File: config.mk
export PLATFORM = sky130hd
export DESIGN_NAME = fsm_seq_gen
export DESIGN_NICKNAME = d
export VERILOG_FILES = /design/src/rtl/fsm_seq_gen.sv
export SDC_FILE = /design/constraint.sdc
export NUM_CORES = 1
export LEC_CHECK = 0
export BUFFER_PORTS_ARGS = -buffer_cell sky130_fd_sc_hd__buf_2
export CORE_ASPECT_RATIO = 0.5
export CORE_MARGIN = 2
export CORE_UTILIZATION = 40
export DETAILED_ROUTE_END_ITERATION = 12
export PLACE_DENSITY = 0.67
export SLEW_MARGIN = 20
export SYNTH_ARGS = -nofsm -noshare
export SYNTH_HDL_FRONTEND = slang
export SYNTH_SLANG_ARGS = --single-unit
File: constraint.sdc
create_clock -name CLK -period 4.55 [get_ports CLK]
set_clock_uncertainty 0.05 [all_clocks]
set_input_delay 0 -clock CLK [delete_from_list [all_inputs] [get_ports CLK]]
set_output_delay 0 -clock CLK [all_outputs]
set_load 0.005 [all_outputs]
File: src/rtl/fsm_seq_gen.sv
// Serial pattern transmitter: shifts a latched WIDTH-bit pattern out MSB-first,
// REPEAT+1 times with GAP idle cycles between copies, then pulses DONE.
module fsm_seq_gen #(
  parameter int unsigned WIDTH = 4,
  parameter int unsigned CNT_W = 4,
  parameter int unsigned GAP   = 1
) (
  input  logic             CLK,
  input  logic             RST,
  input  logic             START,
  input  logic             ABORT,
  input  logic [WIDTH-1:0] PATTERN,
  input  logic [CNT_W-1:0] REPEAT,
  output logic             SOUT,
  output logic             SVALID,
  output logic             BUSY,
  output logic             DONE
);

  localparam int unsigned BitW = $clog2(WIDTH);
  localparam int unsigned GapW = (GAP > 1) ? $clog2(GAP) : 1;

  typedef enum logic [1:0] {StIdle, StShift, StGap, StFin} state_e;

  state_e             state_q, state_d;
  logic [WIDTH-1:0]   pat_q, pat_d;
  logic [WIDTH-1:0]   shreg_q, shreg_d;
  logic [CNT_W-1:0]   rep_q, rep_d;
  logic [CNT_W-1:0]   rep_cnt_q, rep_cnt_d;
  logic [BitW-1:0]    bit_cnt_q, bit_cnt_d;
  logic [GapW-1:0]    gap_cnt_q, gap_cnt_d;
  logic               sout_q, sout_d;
  logic               svalid_q, svalid_d;
  logic               busy_q, busy_d;
  logic               done_q, done_d;

  always_comb begin
    state_d   = state_q;
    pat_d     = pat_q;
    shreg_d   = shreg_q;
    rep_d     = rep_q;
    rep_cnt_d = rep_cnt_q;
    bit_cnt_d = bit_cnt_q;
    gap_cnt_d = gap_cnt_q;
    // Outputs default to idle; each state re-asserts what it drives.
    sout_d    = 1'b0;
    svalid_d  = 1'b0;
    busy_d    = 1'b0;
    done_d    = 1'b0;

    unique case (state_q)
      StIdle: begin
        if (START && !ABORT) begin
          pat_d     = PATTERN;
          rep_d     = REPEAT;
          rep_cnt_d = '0;
          shreg_d   = PATTERN;
          bit_cnt_d = BitW'(WIDTH - 1);
          state_d   = StShift;
          sout_d    = PATTERN[WIDTH-1];
          svalid_d  = 1'b1;
          busy_d    = 1'b1;
        end
      end

      StShift: begin
        if (ABORT) begin
          state_d = StIdle;
        end else if (bit_cnt_q != '0) begin
          shreg_d   = shreg_q << 1;
          bit_cnt_d = bit_cnt_q - BitW'(1);
          sout_d    = shreg_q[WIDTH-2];
          svalid_d  = 1'b1;
          busy_d    = 1'b1;
        end else if (rep_cnt_q < rep_q) begin
          rep_cnt_d = rep_cnt_q + CNT_W'(1);
          if (GAP == 0) begin
            shreg_d   = pat_q;
            bit_cnt_d = BitW'(WIDTH - 1);
            sout_d    = pat_q[WIDTH-1];
            svalid_d  = 1'b1;
            busy_d    = 1'b1;
          end else begin
            state_d   = StGap;
            gap_cnt_d = GapW'(GAP - 1);
            busy_d    = 1'b1;
          end
        end else begin
          state_d = StFin;
          done_d  = 1'b1;
        end
      end

      StGap: begin
        if (ABORT) begin
          state_d = StIdle;
        end else if (gap_cnt_q == '0) begin
          state_d   = StShift;
          shreg_d   = pat_q;
          bit_cnt_d = BitW'(WIDTH - 1);
          sout_d    = pat_q[WIDTH-1];
          svalid_d  = 1'b1;
          busy_d    = 1'b1;
        end else begin
          gap_cnt_d = gap_cnt_q - GapW'(1);
          busy_d    = 1'b1;
        end
      end

      StFin: begin
        // DONE was raised on entry; START and ABORT have no effect here.
        state_d = StIdle;
      end

      default: state_d = StIdle;
    endcase
  end

  always_ff @(posedge CLK) begin
    if (RST) begin
      state_q   <= StIdle;
      pat_q     <= '0;
      shreg_q   <= '0;
      rep_q     <= '0;
      rep_cnt_q <= '0;
      bit_cnt_q <= '0;
      gap_cnt_q <= '0;
      sout_q    <= 1'b0;
      svalid_q  <= 1'b0;
      busy_q    <= 1'b0;
      done_q    <= 1'b0;
    end else begin
      state_q   <= state_d;
      pat_q     <= pat_d;
      shreg_q   <= shreg_d;
      rep_q     <= rep_d;
      rep_cnt_q <= rep_cnt_d;
      bit_cnt_q <= bit_cnt_d;
      gap_cnt_q <= gap_cnt_d;
      sout_q    <= sout_d;
      svalid_q  <= svalid_d;
      busy_q    <= busy_d;
      done_q    <= done_d;
    end
  end

  assign SOUT   = sout_q;
  assign SVALID = svalid_q;
  assign BUSY   = busy_q;
  assign DONE   = done_q;

endmodule
* Word level (Yosys, flattened, before mapping) *
Cells that the tools add are included.
W data, S select, Z words.

word-level totals
  input bits = 12
  register bits = 24
  logic and storage cells = 89
  output and inout bits = 4

cells by class
  eq/ne operators = 12
  $lt $le $gt $ge = 1
  reductions and logical operators = 13
  bitwise gates (word level) = 1
  $add $sub $neg = 3
  mux-type cells = 48

operator list
  kind                   number
  $mux W1                21
  $mux W2                10
  $mux W4                4
  $mux W3                5
  $ne A2 B2 Y1 const B   7
  $reduce_and A5 Y1      2
  $pmux W1 S3            3
  $pmux W3 S3            1
  $pmux W2 S4            1
  $pmux W4 S2            1
  $ne A3 B3 Y1 const B   2
  $pmux W2 S3            1
  $reduce_and A6 Y1      1
  $reduce_bool A2 Y1     3
  $add A4 B1 Y4 const B  1
  $eq A2 B2 Y1 const B   2
  $lt A4 B4 Y1           1
  $reduce_or A4 Y1       1
  $reduce_and A3 Y1      1
  $reduce_bool A3 Y1     1
  $eq A2 B1 Y1 const B   1
  $logic_not A2 Y1       1
  $pmux W1 S2            1
  $reduce_and A2 Y1      1
  5 further kinds        5

* Logic depth before layout (Yosys ltp) *
Gate-level depths: netlist of the first run.

  word-level depth = 5
  gate-level depth with buffers = 8
  mapped depth without buffers = 6

* Worst setup path before layout of the first run *
OpenSTA, ideal clock, no wires.

  path kind = register to register
  from = register state_q[1]
  to = register bit_cnt_q[0]
  clock period less this slack = 1718 ps
  path buffers = 2
  setup time = 73 ps
  stages on the path, launching flop included = 9
  data required time = 4427 ps
  slack = 2832 ps
  arrival = 1594 ps
  path through = dfxtp_1 -> inv_1 -> ha_1 -> buf_6 -> or2_1 -> o2111a_1 -> buf_6 -> and3_4 -> nor3_2

between the ends
  longest elaborated chain between the ends = 3
  elaborated cells between the ends (all ways) = 11
  those cells by class = eq/ne: 7; mux: 1; reduce/logical: 3

ends and longest elaborated chain
  element                                                       line  RTL
  from (decl)                                                   25    state_e state_q, state_d;
  from (signal assigned)                                        121   state_q <= StIdle;
  from (signal assigned)                                        133   state_q <= state_d;
  $eq A2 B1 Y1, or another cell as far along                    51    unique case (state_q)
  $ne A2 B2 Y1 (no line) or $reduce_bool A3 Y1 (tied branches)  -
  $reduce_and A6 Y1 (no line)                                   -
  to (signal assigned)                                          138   bit_cnt_q <= bit_cnt_d;
  to (decl)                                                     30    logic [BitW-1:0] bit_cnt_q, bit_cnt_d;

Several ways; a longest one is shown, not always the timed one.
A chain may end at the register's enable or synchronous reset.

* Final worst setup path of the first run *
Same ends and word-level chain as after synthesis.

==> impl_metrics.json, run 1 <==
{
  "status": "finished clean",
  "path_max_fanout": 10,
  "hold-worst-slack_ns": 0.0871,
  "ys_ff_latch": 23,
  "cellPowerDensity_nw_per_um2": 469,
  "critPathCaptureType": "flip-flop",
  "grt_max_degree": 23,
  "synth_edf_count": 0,
  "grt_overflow_total": 0,
  "yosysSeqAreaShare": 0.372,
  "wl_per_cell_um": 11.7,
  "synth_most_common_cell": "dfxtp_1",
  "areaGrowthSynthToFinish_pct": 16.5,
  "clkSinkCount": 23,
  "synthFlopType": "dfxtp_1",
  "cp.required_ns": 4.70,
  "fin_ws_ns": 2.69,
  "synthTopCellsByArea": "dfxtp_1, ha_1, nor2_1, mux2i_1, a21oi_1",
  "crit_type": "flip-flop to flip-flop",
  "start_kind": "flip-flop",
  "initial_utilization": 0.415,
  "grtUsageTotal": 0.146,
  "crit_arrival_ns": 2.01,
  "dieArea_sq_um": 3580,
  "drtPass1Iterations": 4,
  "routed.top_layer": "met4",
  "wl_met1_um": 1110,
  "dpl_worst_slack_ns": 2.72,
  "numPortBuffers": 15,
  "grt_pass1_vias": 896,
  "rsz0062_at_grt": "false",
  "rows": 14,
  "ir_drop_mv": 0.146,
  "insertion_delay_ns": 0.26,
  "ys_warn_count": 0,
  "drt_iter0_drc": 50,
  "fin_area_sq_um": 1440,
  "clockRootBuffer": "clkbuf_8",
  "num_io_pins": 16,
  "hold_violations": 0,
  "synth_top_cell_area_share": 0.372,
  "min_period_ns": 1.86,
  "drv_slew": 0,
  "routed_wl_um": 2340,
  "routed-wl-met2_um": 1080,
  "synth_top_cells_by_count": "dfxtp_1, nor2_1, a21oi_1, inv_1, ha_1",
  "finalSetupTns_ns": 0,
  "antenna_found_initial": 0,
  "synthesis.area_sq_um": 1240,
  "finalSetupViolations": 0,
  "core_sq_um": 2980,
  "nNetsFinal": 181,
  "hp-class": "primary input to flip-flop",
  "post-route-drc-count": 0,
  "wl_met3_um": 103,
  "die_h_um": 43.3,
  "die_x_um": 82.6,
  "hpwl_um": 1680,
  "placed_area_sq_um": 1320,
  "syn_inst": 139,
  "cts_tree": "done",
  "drt-vias-per-instance": 5.12,
  "ant_nets": 0,
  "power_w": 0.000675,
  "avgSynthCellArea_sq_um": 8.89,
  "max_slew.worst_pin.slew_ns": 0.571,
  "synth_top_cell_by_area": "dfxtp_1",
  "drive_gt1_frac": 0.170,
  "cts_max_level": 1,
  "syn_nets": 160,
  "post-cts-setup-buffer-count": 0,
  "fmax_mhz": 539,
  "synth_cell_type_count": 40,
  "fin_crit_sh": 0.408,
  "diodes": 0,
  "clkTransAtPathRegs_ns": 0.08,
  "clk_path_buf_depth": 2,
  "async_flop_share": 0,
  "max_slew_margin": 0.619,
  "cap_violations": 0,
  "p_leak_nw": 0.565,
  "vias": 1018,
  "routabilityCongestion": 0.831,
  "grt_pass1_wl_um": 3910,
  "cts_inserted_buffers": 3
}
-- logic make-up after synthesis --
family,after synthesis,synth area share
buffers and inverters,18,0.0708
adders and majority gates,9,0.0911
AOI/OAI and AO/OA,33,0.205
muxes,7,0.0567
and+or+nand+nor,49,0.203
DFF,23,0.372
-- where the power goes --
group	total, W	internal [W]	switching [W]
clock network	0.000128	0.0000626	0.0000654
logic	0.000282	0.000123	0.000159
registers	0.000265	0.000241	0.0000236
-- stage by stage --
stage / util / cells
floorplan: - / 139
global placement: 0.442 / 187
detailed placement: 0.442 / 187
CTS: 0.484 / 199
global route: 0.484 / 199
finish: 0.484 / 199
-- layout make-up --
| type | instances | area (sq um) |
|---|---|---|
| fill | 281 | 1540 |
| tap | 40 | 50.0 |
| multi-input combinational | 98 | 688 |
| sequential | 23 | 460 |
| inverter | 11 | 41.3 |
| clock buffer | 4 | 45.0 |
| timing repair buffer | 23 | 155 |
-- what timing repair did --
action / in CTS / in global routing
gates resized for setup: 0 / 0
hold buffers: 8 / 0
setup endpoints to repair: 0 / 0
endpoints found under the hold margin: 9 / 0
-- worst max-delay path, stage by stage (launching register included) --
cell      delay [ns]
dfxtp_1         0.38
inv_1           0.08
ha_1            0.30
or2_1           0.29
o2111a_1        0.35
and3_4          0.23
nor3_2          0.12
-- registers in the layout, summed over array words and instances, names as in the netlist --
register	cells
rep_cnt_q	4
BUSY	1
SVALID	1
SOUT	1
pat_q	4
rep_q	4
bit_cnt_q	2
state_q	2
shreg_q	3
DONE	1
-- routing by layer --
| metal | global-route usage | up-vias |
|---|---|---|
| li1 | - | 527 |
| met1 | 0.177 | 459 |
| met2 | 0.242 | 27 |
| met3 | 0.0383 | 5 |
| met4 | 0.0689 | 0 |
| met5 | 0 | - |
-- worst paths after layout --
path	start	end	slack, ns	cells after the start
worst max-delay path	state_q[1]	bit_cnt_q[0]	2.69	6
worst max register to register	state_q[1]	bit_cnt_q[0]	2.69	6
worst min-delay path	RST	rep_q[1]	0.09	2
worst min register to register	rep_cnt_q[3]	rep_cnt_q[3]	0.44	1
-- layout by cell type (no fill, tap or decap), drive strengths merged, types with 5 or more instances in the layout --
cell type / n
nand2: 7
dlygate4sd3: 8
nor2: 20
nand2b: 5
buf: 15
inv: 11
a21oi: 11
mux2i: 7
nor3: 5
ha: 9
dfxtp: 23
(Power assumes the default switching activity.)
==> run 2: changes to the inputs <==
- PLACE_DENSITY: 0.67 -> 0.69
- clock period: 4.55 -> 1.6 ns (I/O delays scaled with it)
==> run 2 against run 1 <==
  * The flow now finishes with violations (negative setup slack)
  * Count of clock-buffer cells in the layout is the same
  * Sequential cell count did not move
  * Sequential share of layout area is 4.2 points lower
  * Non-clock buffer count grew 19
  * Die area did not move
  * Largest power group unchanged
  * Register-to-register slack worse by 2.8 ns
  * Global-route usage is 3.3 points higher
  * First-iteration DRC count down 54%
  * Combinational power rose to 3.9 times the previous value
  * Power increased to 3.3 times the previous value
==> impl_metrics.json, run 2 (same netlist as run 1, synthesis figures left out) <==
{
  "status": "complete, but fails checks",
  "violations": "negative setup slack",
  "worst-path-buf-inv": 1,
  "path_delay_family": "simple AND/OR/NAND/NOR gates",
  "grt_pass1_wl_um": 4780,
  "drive_gt1_frac": 0.348,
  "p_switching_w": 0.000806,
  "seq_area_sq_um": 467,
  "dpl_worst_slack_ns": -0.105,
  "cts_tree": "done",
  "clk_path_buf_depth": 2,
  "routabilityCongestion": 0.842,
  "core_sq_um": 2980,
  "cap_violations": 0,
  "num_io_pins": 16,
  "clkSinkCount": 23,
  "hp-class": "primary input to flip-flop",
  "drt-vias-per-instance": 5.03,
  "layout_common_cells": "dfxtp_1, nor2_1, buf_4",
  "finalSetupViolations": 7,
  "insertion_delay_ns": 0.26,
  "max_slew_margin": 0.710,
  "crit_arrival_ns": 1.76,
  "hpwl_um": 2020,
  "die_x_um": 82.6,
  "path_max_fanout": 4,
  "die_h_um": 43.3,
  "areaGrowthSynthToFinish_pct": 36.1,
  "grtUsageTotal": 0.178,
  "grt_max_degree": 23,
  "rows": 14,
  "fin_area_sq_um": 1680,
  "vias": 1096,
  "top_regs": "pat_q: 4 flops, rep_cnt_q: 4 flops, rep_q: 4 flops",
  "filler_cell_count": 267,
  "seqPwrFrac": 0.349,
  "clkTransAtPathRegs_ns": 0.08,
  "start_kind": "flip-flop",
  "crit_type": "flip-flop to flip-flop",
  "cellPowerDensity_nw_per_um2": 1330,
  "post-route-drc-count": 0,
  "fin_ws_ns": -0.0799,
  "crit_slowest_cell": "or3b_4",
  "clockRootBuffer": "clkbuf_8",
  "fmax_mhz": 595,
  "fin_crit_sh": 1.05,
  "p_sw_frac": 0.361,
  "cts_max_level": 1,
  "nNetsFinal": 200,
  "wl_per_cell_um": 13.0,
  "routed_wl_um": 2830,
  "max_slew.worst_pin.slew_ns": 0.436,
  "cp.required_ns": 1.68,
  "grt_pass1_vias": 1081,
  "critPathCaptureType": "flip-flop",
  "p_leak_nw": 0.671,
  "drtPass1Iterations": 4,
  "path_cells": "inv_2 > ha_4 > or3b_4 > a221oi_4 > nand2b_4 > a221oi_2",
  "diodes": 0,
  "combPwrFrac": 0.488,
  "drt_iter0_drc": 23,
  "ir_drop_mv": 0.528,
  "grt_overflow_total": 0,
  "p_int_w": 0.00143,
  "multiInputGateArea_sq_um": 767,
  "placed_area_sq_um": 1480,
  "dieArea_sq_um": 3580,
  "max_stage_delay_ns": 0.41,
  "r2r_slack_ns": -0.08,
  "initial_utilization": 0.415,
  "antenna_found_initial": 0,
  "drv_slew": 0,
  "p_clk_frac": 0.163,
  "fin_util": 0.565,
  "ant_nets": 0,
  "power_w": 0.00223,
  "min_period_ns": 1.68,
  "hold_violations": 0,
  "cts_inserted_buffers": 3,
  "numPortBuffers": 15,
  "rsz0062_at_grt": "true"
}
[run 2: changes by cell type in the layout (fill, tap and decap cells not counted), sizes merged]
cell	before	now
buf	15	34
[run 2: final timing paths]
path	depth (start not counted)	startpoint	to
setup / recovery	6	rep_q[1]	state_q[0]
hold / removal	2	RST	pat_q[3]
setup reg to reg	6	rep_q[1]	state_q[0]
hold reg to reg	2	pat_q[3]	pat_q[3]
[run 2: what timing repair did]
action                                  CTS  global route
hold buffers                              8             0
buffers inserted                          2             1
pin swaps                                 6             4
endpoints found under the setup margin   12            12
endpoints found under the hold margin     9             0
resized for setup                         4             9
[run 2: per-layer routing]
layer / wire length (um) / part of all wire / track usage / up-vias
li1: - / - / - / 562
met1: 1310 / 0.46 / 0.217 / 521
met2: 1440 / 0.51 / 0.315 / 8
met3: 53 / 0.019 / 0.0447 / 5
met4: 24 / 0.0085 / 0.0492 / 0
met5: 0 / 0 / 0 / -
[run 2: cell type report]
| class | count | share of cell area |
|---|---|---|
| inverter | 11 | 0.0260 |
| multi-input combinational | 98 | 0.456 |
| timing repair buffer | 42 | 0.184 |
| clock buffer | 4 | 0.0268 |
| sequential | 23 | 0.277 |
| tap | 40 | 0.0297 |
[run 2: power by group through the flow]
stage | Sequential (W) | Combinational [W] | Clock (W)
floorplan | 0.000766 | 0.000728 | 0
global placement | 0.000773 | 0.000963 | 0
detailed placement | 0.000780 | 0.000989 | 0
CTS | 0.000772 | 0.00103 | 0.000375
global route | 0.000791 | 0.00121 | 0.000395
finish | 0.000780 | 0.00109 | 0.000363
[run 2: per-stage QoR]
stage               std cells  setup TNS [ns]  hold WS, ns
floorplan                 139         -0.0114       0.0886
global placement          203          -0.412        0.179
detailed placement        203          -0.688        0.187
CTS                       217          -0.404       0.0941
global route              218          -0.925        0.110
finish                    218          -0.327        0.101
